### config.mk
export PLATFORM = sky130hd
export DESIGN_NAME = mant_mul_seq
export DESIGN_NICKNAME = d
export VERILOG_FILES = /design/src/rtl/fpu_mul_pkg.sv /design/src/rtl/mul_add_row.sv /design/src/rtl/mant_mul_seq.sv
export SDC_FILE = /design/constraint.sdc
export NUM_CORES = 1
export LEC_CHECK = 0
export CORE_MARGIN = 2
export CORE_UTILIZATION = 53
export DETAILED_ROUTE_END_ITERATION = 8
export HOLD_SLACK_MARGIN = 0.02
export MAX_ROUTING_LAYER = met4
export PLACE_DENSITY = 0.86
export SLEW_MARGIN = 10
export SYNTH_ARGS = -nofsm -noshare
export SYNTH_HDL_FRONTEND = slang
export SYNTH_SLANG_ARGS = --single-unit
export TNS_END_PERCENT = 10
### constraint.sdc
create_clock -name clk -period 13.9 [get_ports clk]
set_input_delay 1.39 -clock clk [delete_from_list [all_inputs] [get_ports clk]]
set_output_delay 1.39 -clock clk [all_outputs]
set_load 0.005 [all_outputs]
### src/rtl/fpu_mul_pkg.sv
`default_nettype none
// ============================================================================
//  Module      : fpu_mul_pkg
//  Description : Shared definitions for the sequential mantissa multiplier:
//                controller state encoding and default widths.
//  Revision    : 1.0 - initial release
// ============================================================================
package fpu_mul_pkg;

    // Mantissa width including hidden bit (24 = single, 53 = double)
    localparam int DEFAULT_W  = 24;
    // Iteration counter width; 2**DEFAULT_CW must exceed DEFAULT_W
    localparam int DEFAULT_CW = 6;

    // 2'd3 is unused and is treated as IDLE by the controller
    typedef enum logic [1:0] {
        IDLE = 2'd0,
        RUN  = 2'd1,
        DONE = 2'd2
    } state_e;

endpackage : fpu_mul_pkg
`default_nettype wire

### src/rtl/mul_add_row.sv
`default_nettype none
// ============================================================================
//  Module      : mul_add_row
//  Description : One W-bit ripple-carry adder row (half adder at bit 0,
//                full-adder chain above). Purely combinational.
//  Ports       : A, B  in  W   addends
//                Sum   out W   A+B modulo 2**W
//                Cout  out 1   carry out of bit W-1
//  Revision    : 1.0 - initial release
// ============================================================================
module mul_add_row
    import fpu_mul_pkg::*;
#(
    parameter int W = DEFAULT_W
) (
    input  logic [W-1:0] A,
    input  logic [W-1:0] B,
    output logic [W-1:0] Sum,
    output logic         Cout
);

    // w_c[i] is the carry into bit i
    logic [W:1] w_c;

    assign Sum[0] = A[0] ^ B[0];
    assign w_c[1] = A[0] & B[0];

    for (genvar i = 1; i < W; i++) begin : g_fa
        assign Sum[i]   = A[i] ^ B[i] ^ w_c[i];
        assign w_c[i+1] = (A[i] & B[i]) | (w_c[i] & (A[i] ^ B[i]));
    end

    assign Cout = w_c[W];

endmodule : mul_add_row
`default_nettype wire

### src/rtl/mant_mul_seq.sv
`default_nettype none
// ============================================================================
//  Module      : mant_mul_seq
//  Description : Sequential radix-2 shift-and-add mantissa multiplier. A single
//                W-bit adder row is reused over W cycles to form the 2W-bit
//                raw product A*B for the FPU multiply path.
//  Ports       : clk    in  1   rising-edge clock
//                rst    in  1   asynchronous active-high reset
//                start  in  1   request, accepted only while ready=1
//                abort  in  1   cancel an operation in RUN
//                A, B   in  W   multiplicand / multiplier, sampled on accept
//                ready  out 1   idle and able to accept
//                busy   out 1   iterating
//                done   out 1   one-cycle pulse, P valid
//                P      out 2W  product, held until the next completion
//  Revision    : 1.0 - initial release
// ============================================================================
module mant_mul_seq
    import fpu_mul_pkg::*;
#(
    parameter int W  = DEFAULT_W,
    parameter int CW = DEFAULT_CW
) (
    input  logic           clk,
    input  logic           rst,
    input  logic           start,
    input  logic           abort,
    input  logic [W-1:0]   A,
    input  logic [W-1:0]   B,
    output logic           ready,
    output logic           busy,
    output logic           done,
    output logic [2*W-1:0] P
);

    localparam logic [CW-1:0] C_LAST = CW'(W - 1);

    state_e          state_q, state_d;
    logic [W-1:0]    mcand_q;
    // Upper partial-product half. Its architectural bit W is always zero
    // after the right shift, so only W bits are stored.
    logic [W-1:0]    hi_q;
    logic [W-1:0]    lo_q;
    logic [CW-1:0]   cnt_q;
    logic [2*W-1:0]  p_q;

    logic            w_idle;
    logic            w_accept;
    logic            w_iter;
    logic [W-1:0]    w_addend;
    logic [W-1:0]    w_sum;
    logic            w_cout;

    // ------------------------------------------------------------------
    // Controller
    // ------------------------------------------------------------------
    assign w_idle   = (state_q != RUN) && (state_q != DONE);
    assign w_accept = w_idle && start;
    assign w_iter   = (state_q == RUN) && !abort;

    always_comb begin
        state_d = state_q;
        case (state_q)
            RUN: begin
                if (abort)
                    state_d = IDLE;
                else if (cnt_q == C_LAST)
                    state_d = DONE;
            end
            DONE: state_d = IDLE;
            // IDLE and the unused encoding behave identically
            default: state_d = start ? RUN : IDLE;
        endcase
    end

    always_ff @(posedge clk or posedge rst) begin
        if (rst)
            state_q <= IDLE;
        else
            state_q <= state_d;
    end

    assign ready = w_idle;
    assign busy  = (state_q == RUN);
    assign done  = (state_q == DONE);
    assign P     = p_q;

    // ------------------------------------------------------------------
    // Datapath: hi + (lo[0] ? mcand : 0), then shift {cout,sum,lo} right
    // ------------------------------------------------------------------
    assign w_addend = lo_q[0] ? mcand_q : '0;

    mul_add_row #(
        .W (W)
    ) u_row (
        .A    (hi_q),
        .B    (w_addend),
        .Sum  (w_sum),
        .Cout (w_cout)
    );

    always_ff @(posedge clk or posedge rst) begin
        if (rst) begin
            mcand_q <= '0;
            hi_q    <= '0;
            lo_q    <= '0;
            cnt_q   <= '0;
            p_q     <= '0;
        end else if (w_accept) begin
            mcand_q <= A;
            hi_q    <= '0;
            lo_q    <= B;
            cnt_q   <= '0;
        end else if (w_iter) begin
            hi_q  <= {w_cout, w_sum[W-1:1]};
            lo_q  <= {w_sum[0], lo_q[W-1:1]};
            cnt_q <= cnt_q + CW'(1);
            // Capture the shifted result directly on the final iteration
            if (cnt_q == C_LAST)
                p_q <= {w_cout, w_sum, lo_q[W-1:1]};
        end
    end

endmodule : mant_mul_seq
`default_nettype wire

# After elaboration in Yosys (flattened, before gate mapping)
# Cells that the tools add are included.
# totals
register_bits,128
latchBits,0
ram_bits,0
romBits,0
in_bits,52
word_cells,148
n_memories,0
# op_classes
addsub,1
n_mul,0
n_div,0
magnitude_cmp,0
eq_ne,6
shifts,0
mux,11
n_bitwise,118
n_reduce_logical,6
# op_table
operator,count
24-bit two-way mux,5
1-bit AND,47
1-bit bitwise XOR,47
1-bit bitwise OR,23
6-bit two-way mux,2
"6-bit by 1-bit adder with 6-bit output, second input constant",1
"6-bit by 5-bit == test with 1-bit output, second input constant",1
2-bit two-way mux,2
2-bit one-hot mux with 2 select lines,1
1-bit logical AND,3
"3-bit by 2-bit inequality test with 1-bit output, second input constant",1
3-bit AND reduction,1
"2-bit by 1-bit == test with 1-bit output, second input constant",1
"2-bit == test, second input constant",1
"2-bit by 1-bit inequality test with 1-bit output, second input constant",1
"2-bit inequality test, second input constant",1
2-bit nonzero test,1
1-bit zero test,1
1-bit two-way mux,1
1-bit NOT,1

# Logic depth before layout (Yosys ltp)
# depth
word_depth,50
ltp_mapped,28
depth_no_buf,27

# Hierarchy
# From an unflattened synthesis, not the netlist that was laid out.
# hier_totals
hier_cells,545
area_unflattened_um2,5819.3
# by_module_without_submodules
mod,n_inst,cells_each,area_each_um2
mant_mul_seq,1,511,5308.8
mul_add_row,1,34,510.5

# Worst setup path before layout
# No wires, ideal clock.
# synth_path
kind,register to register
from,register lo_q[0]
to,register hi_q[22]
t_arrival_ns,9.891
path_slack_ns,3.915
stages_incl_launch_ff,28
path_buffers,2
synth_period_minus_slack_ns,9.985
path_cell_list,dfrtp_1 clkbuf_1 clkbuf_1 nand2_1 fa_1 fa_1 fa_1 fa_1 fa_1 fa_1 fa_1 fa_1 fa_1 fa_1 fa_1 fa_1 fa_1 fa_1 fa_1 fa_1 fa_1 fa_1 fa_1 fa_1 fa_1 fa_1 fa_1 a211oi_1
# synth_between
elab_chain_cells,49
# synth_lines
element,line_no,text
from (decl),mant_mul_seq.sv:43,logic [W-1:0] lo_q;
from (signal assigned),mant_mul_seq.sv:116,"lo_q <= {w_sum[0], lo_q[W-1:1]};"
24-bit two-way mux *,mant_mul_seq.sv:91,assign w_addend = lo_q[0] ? mcand_q : '0;
1-bit AND / 1-bit bitwise XOR (equally long branches),"mul_add_row.sv:26, mul_add_row.sv:30",
1-bit AND,mul_add_row.sv:30,assign w_c[i+1] = (A[i] & B[i]) | (w_c[i] & (A[i] ^ B[i]));
1-bit bitwise OR,mul_add_row.sv:30,
1-bit AND,mul_add_row.sv:30,
1-bit bitwise OR,mul_add_row.sv:30,
1-bit AND,mul_add_row.sv:30,
1-bit bitwise OR,mul_add_row.sv:30,
[33 not listed],n/a,
1-bit bitwise OR,mul_add_row.sv:30,
1-bit AND,mul_add_row.sv:30,
1-bit bitwise OR,mul_add_row.sv:30,
1-bit AND,mul_add_row.sv:30,
1-bit bitwise OR,mul_add_row.sv:30,
1-bit bitwise XOR *,mul_add_row.sv:29,assign Sum[i] = A[i] ^ B[i] ^ w_c[i];
24-bit two-way mux *,mant_mul_seq.sv:114,end else if (w_iter) begin
24-bit two-way mux *,mant_mul_seq.sv:109,end else if (w_accept) begin
to (signal assigned),mant_mul_seq.sv:115,"hi_q <= {w_cout, w_sum[W-1:1]};"
to (decl),mant_mul_seq.sv:42,logic [W-1:0] hi_q;
# Every way passes the cells marked *; elsewhere a longest branch is shown, timed or not. The select of a mux whose other input is x is not followed.
# A chain may end at the register's enable or synchronous reset.

# Worst setup path after layout
# Same ends and word-level chain as after synthesis.

==> key figures <==
Run status
  – Status: finished, final reports clean

Placed design
  – Post-detail-place hpwl: between 8000 and 9000 um
  – Gpl congestion: 0.783
  – Buffers added on ports: 102
  – Pre-CTS WS: 3.14 ns
  – Placed insts: ~770
  – Post-DP Area: between 6000 and 7000 um2

Timing
  – RSZ-0062 raised after global routing: false
  – Fin crit share: 77.9%
  – Worst Tran Pin Value: 1.11 ns
  – Rel. slew slack: 26.2%
  – Final setup viols: 0
  – Final Hold Fails: 0
  – Final WS setup: 3.07 ns
  – Highest clock rate: 0.0923 GHz
  – Skew final: 0.00756 ns
  – Hold WS: 0.477 ns
  – Sum of negative setup slack: 0 ns
  – Min Tclk post-route: 10.83 ns
  – Max-slew violations: 0

Yosys
  – Post-Syn Instances: 558
  – Synth cell types: 31
  – Synth async-reset ratio: 100%
  – Mapped Area: roughly 5900 um2
  – Yosys top cell area share: roughly 55%
  – Most common cell in the netlist: nand2_1
  – Warning count from the yosys run: 0
  – Syn Nets: 637
  – EDFF count, synth: 0
  – Synth Register Bits: 128
  – Sequential share of the synthesized area: 54.7%
  – Mean Syn Cell Area: 10.5 um2
  – Synth Flop Type: dfrtp_1
  – Area contributors post-synth: dfrtp_1 55%, nand2_1 9.4%, fa_1 7.9%
  – Area leader, netlist: dfrtp_1
  – Commonest cells post-synth: 147 x nand2_1, 128 x dfrtp_1, 52 x inv_1

CTS
  – Longest Clk Path Bufs: 2
  – CTS tree: built
  – Postcts setup bufs: 0
  – CTS Sinks: 128
  – Reg clk slew, reported paths: 0.06 ns
  – Clock insertion delay at the later pin of the skew report: about 0.52 ns
  – CTS root buffer: clkbuf_8
  – Gates resized, CTS repair: 0
  – CTS HTree Levels: 4
  – CTS buffer count: 17
  – Cts-stage hold buffer count: 0

Critical path
  – Crit path capture type: flip-flop
  – FF-to-FF End: hi_q[22]
  – Startpoint types: flip-flop
  – FF-to-FF Start: lo_q[0]
  – Crit path DAT: 11.25 ns
  – Worst r2r path cells: 27
  – Crit path launch: lo_q[0]
  – Reg2reg setup slack: 3.07 ns
  – Crit Path Category: reg -> reg
  – Crit path max fanout: 25
  – Worst Path Required: 14.32 ns

Power
  – Pwr Density: 143 nW/um2
  – Peak supply drop: 0.0863 mV
  – Pwr Total: 1.06 mW
  – P_leak: 3.39 nW

Floorplan
  – Die height: 109 um
  – IO Pins: a little over 100
  – Core area: 10800 um2
  – Die outline area: between 10000 and 15000 um2
  – Chip width: roughly 110 um
  – Site Rows: 38
  – Initial core utilization: 54.3%

Global route
  – Number of global-route vias before repair: ~4.3k
  – Antenna violations before repair: 0
  – Largest net degree at the start of global routing: 70
  – GRT overflow: 0
  – GRT Overall Usage: about a quarter
  – First-pass GRT wire length: 20600 um

Finish
  – Final instance area: between 7000 and 8000 um2
  – Antenna fix cells: 0
  – Final Util: 68.9%
  – Cell Count, Final, Fillers Out: 803
  – Fraction of layout cells with a size suffix above 1: 9.20%
  – Fin nets: 730
  – Area grow syn2layout: 27.0%

Detailed routing
  – 1st-iter DRT viols: 160
  – WL per Instance: between 15 and 20 um
  – Aggregate routed wire length: 12400 um
  – Final ANT Viol Nets: 0
  – Vias: about 4.2k
  – DR pass1 iterations: 5
  – # DRC: 0
  – Via density: between 5 and 6

Worst hold path
  – Worst hold start: mcand_q[0]
  – Hold endpoint: mcand_q[0]
  – Worst Hold Class: reg -> reg
  – Hold Path Cell Cnt: 2

Flow run
  – Number of max-cap violations: 0
flip-flops by register name, summed over array words and instances, names as in the netlist:
| name | flops |
|---|---|
| P | 48 |
| cnt_q | 6 |
| hi_q | 24 |
| lo_q | 24 |
| mcand_q | 24 |
| state_q | 2 |
routing by layer:
layer | global-route usage, % | part of all wire, % | routed length [um]
met3 | 6.63 | 6.1 | 755
met4 | 6.96 | 0.60 | 75
met2 | 36.7 | 50 | 6180
met5 | - | 0 | 0
met1 | 30.1 | 44 | 5420
worst max path at each step:
stage / to / slack [ns] / depth (start not counted)
floorplan: hi_q[22] / 3.92 / 27
global placement: hi_q[22] / 3.37 / 27
detailed placement: hi_q[22] / 3.14 / 27
CTS: hi_q[22] / 3.09 / 27
global route: hi_q[22] / 2.65 / 27
finish: hi_q[22] / 3.07 / 27
report_power, final:
part	total (mW)	switching [mW]	internal (mW)
sequential	0.466	0.0401	0.426
clock	0.386	0.151	0.235
combinational	0.209	0.121	0.0884
cells by family (layout without fill, tap and decap cells):
family / Yosys count / in the layout / share of synthesized area (%)
buffers and inverters: 85 / 190 / 6.43
adders and majority gates: 27 / 27 / 8.72
DFF: 128 / 128 / 54.7
AOI/OAI and AO/OA: 57 / 57 / 6.54
xor gates and xnor gates: 2 / 2 / 0.299
and+or+nand+nor: 210 / 210 / 14.4
muxes: 49 / 49 / 8.89
worst max-delay path: stages (launching register included):
cell and delay (ns):
dfrtp_1 0.86, and2_1 0.24, ha_1 0.14, inv_1 0.04, fa_1 0.37, fa_1 0.41
fa_1 0.41, fa_1 0.41, fa_1 0.40, fa_1 0.41, fa_1 0.40, fa_1 0.40
fa_1 0.40, fa_1 0.39, fa_1 0.40, fa_1 0.40, fa_1 0.40, fa_1 0.39
fa_1 0.39, fa_1 0.41, fa_1 0.41, fa_1 0.40, fa_1 0.38, fa_1 0.39
fa_1 0.39, fa_1 0.38, fa_1 0.47, a211oi_1 0.23
cell type report:
cell class / instances / area [um2]
fill: 793 / 3350
inverter: 52 / 198
tap: 140 / 175
sequential: 128 / 3200
multi-input combinational: 345 / 2290
timing repair buffer: 107 / 1060
clock buffer: 25 / 484
clock inverter: 6 / 32.5
placed cells by master (no fill, tap or decap), types with 3 or more instances in the layout:
cell type	n
clkdlybuf4s50_1	102
a211oi_1	24
clkbuf_1	4
buf_4	5
clkinv_2	5
clkbuf_8	5
fa_1	23
inv_1	51
clkbuf_16	16
nand2_1	146
mux2i_1	25
a31oi_1	24
o21ai_0	4
ha_1	4
nor2_1	50
a21oi_1	3
dfrtp_1	128
mux2_2	23
(Power assumes the default switching activity.)
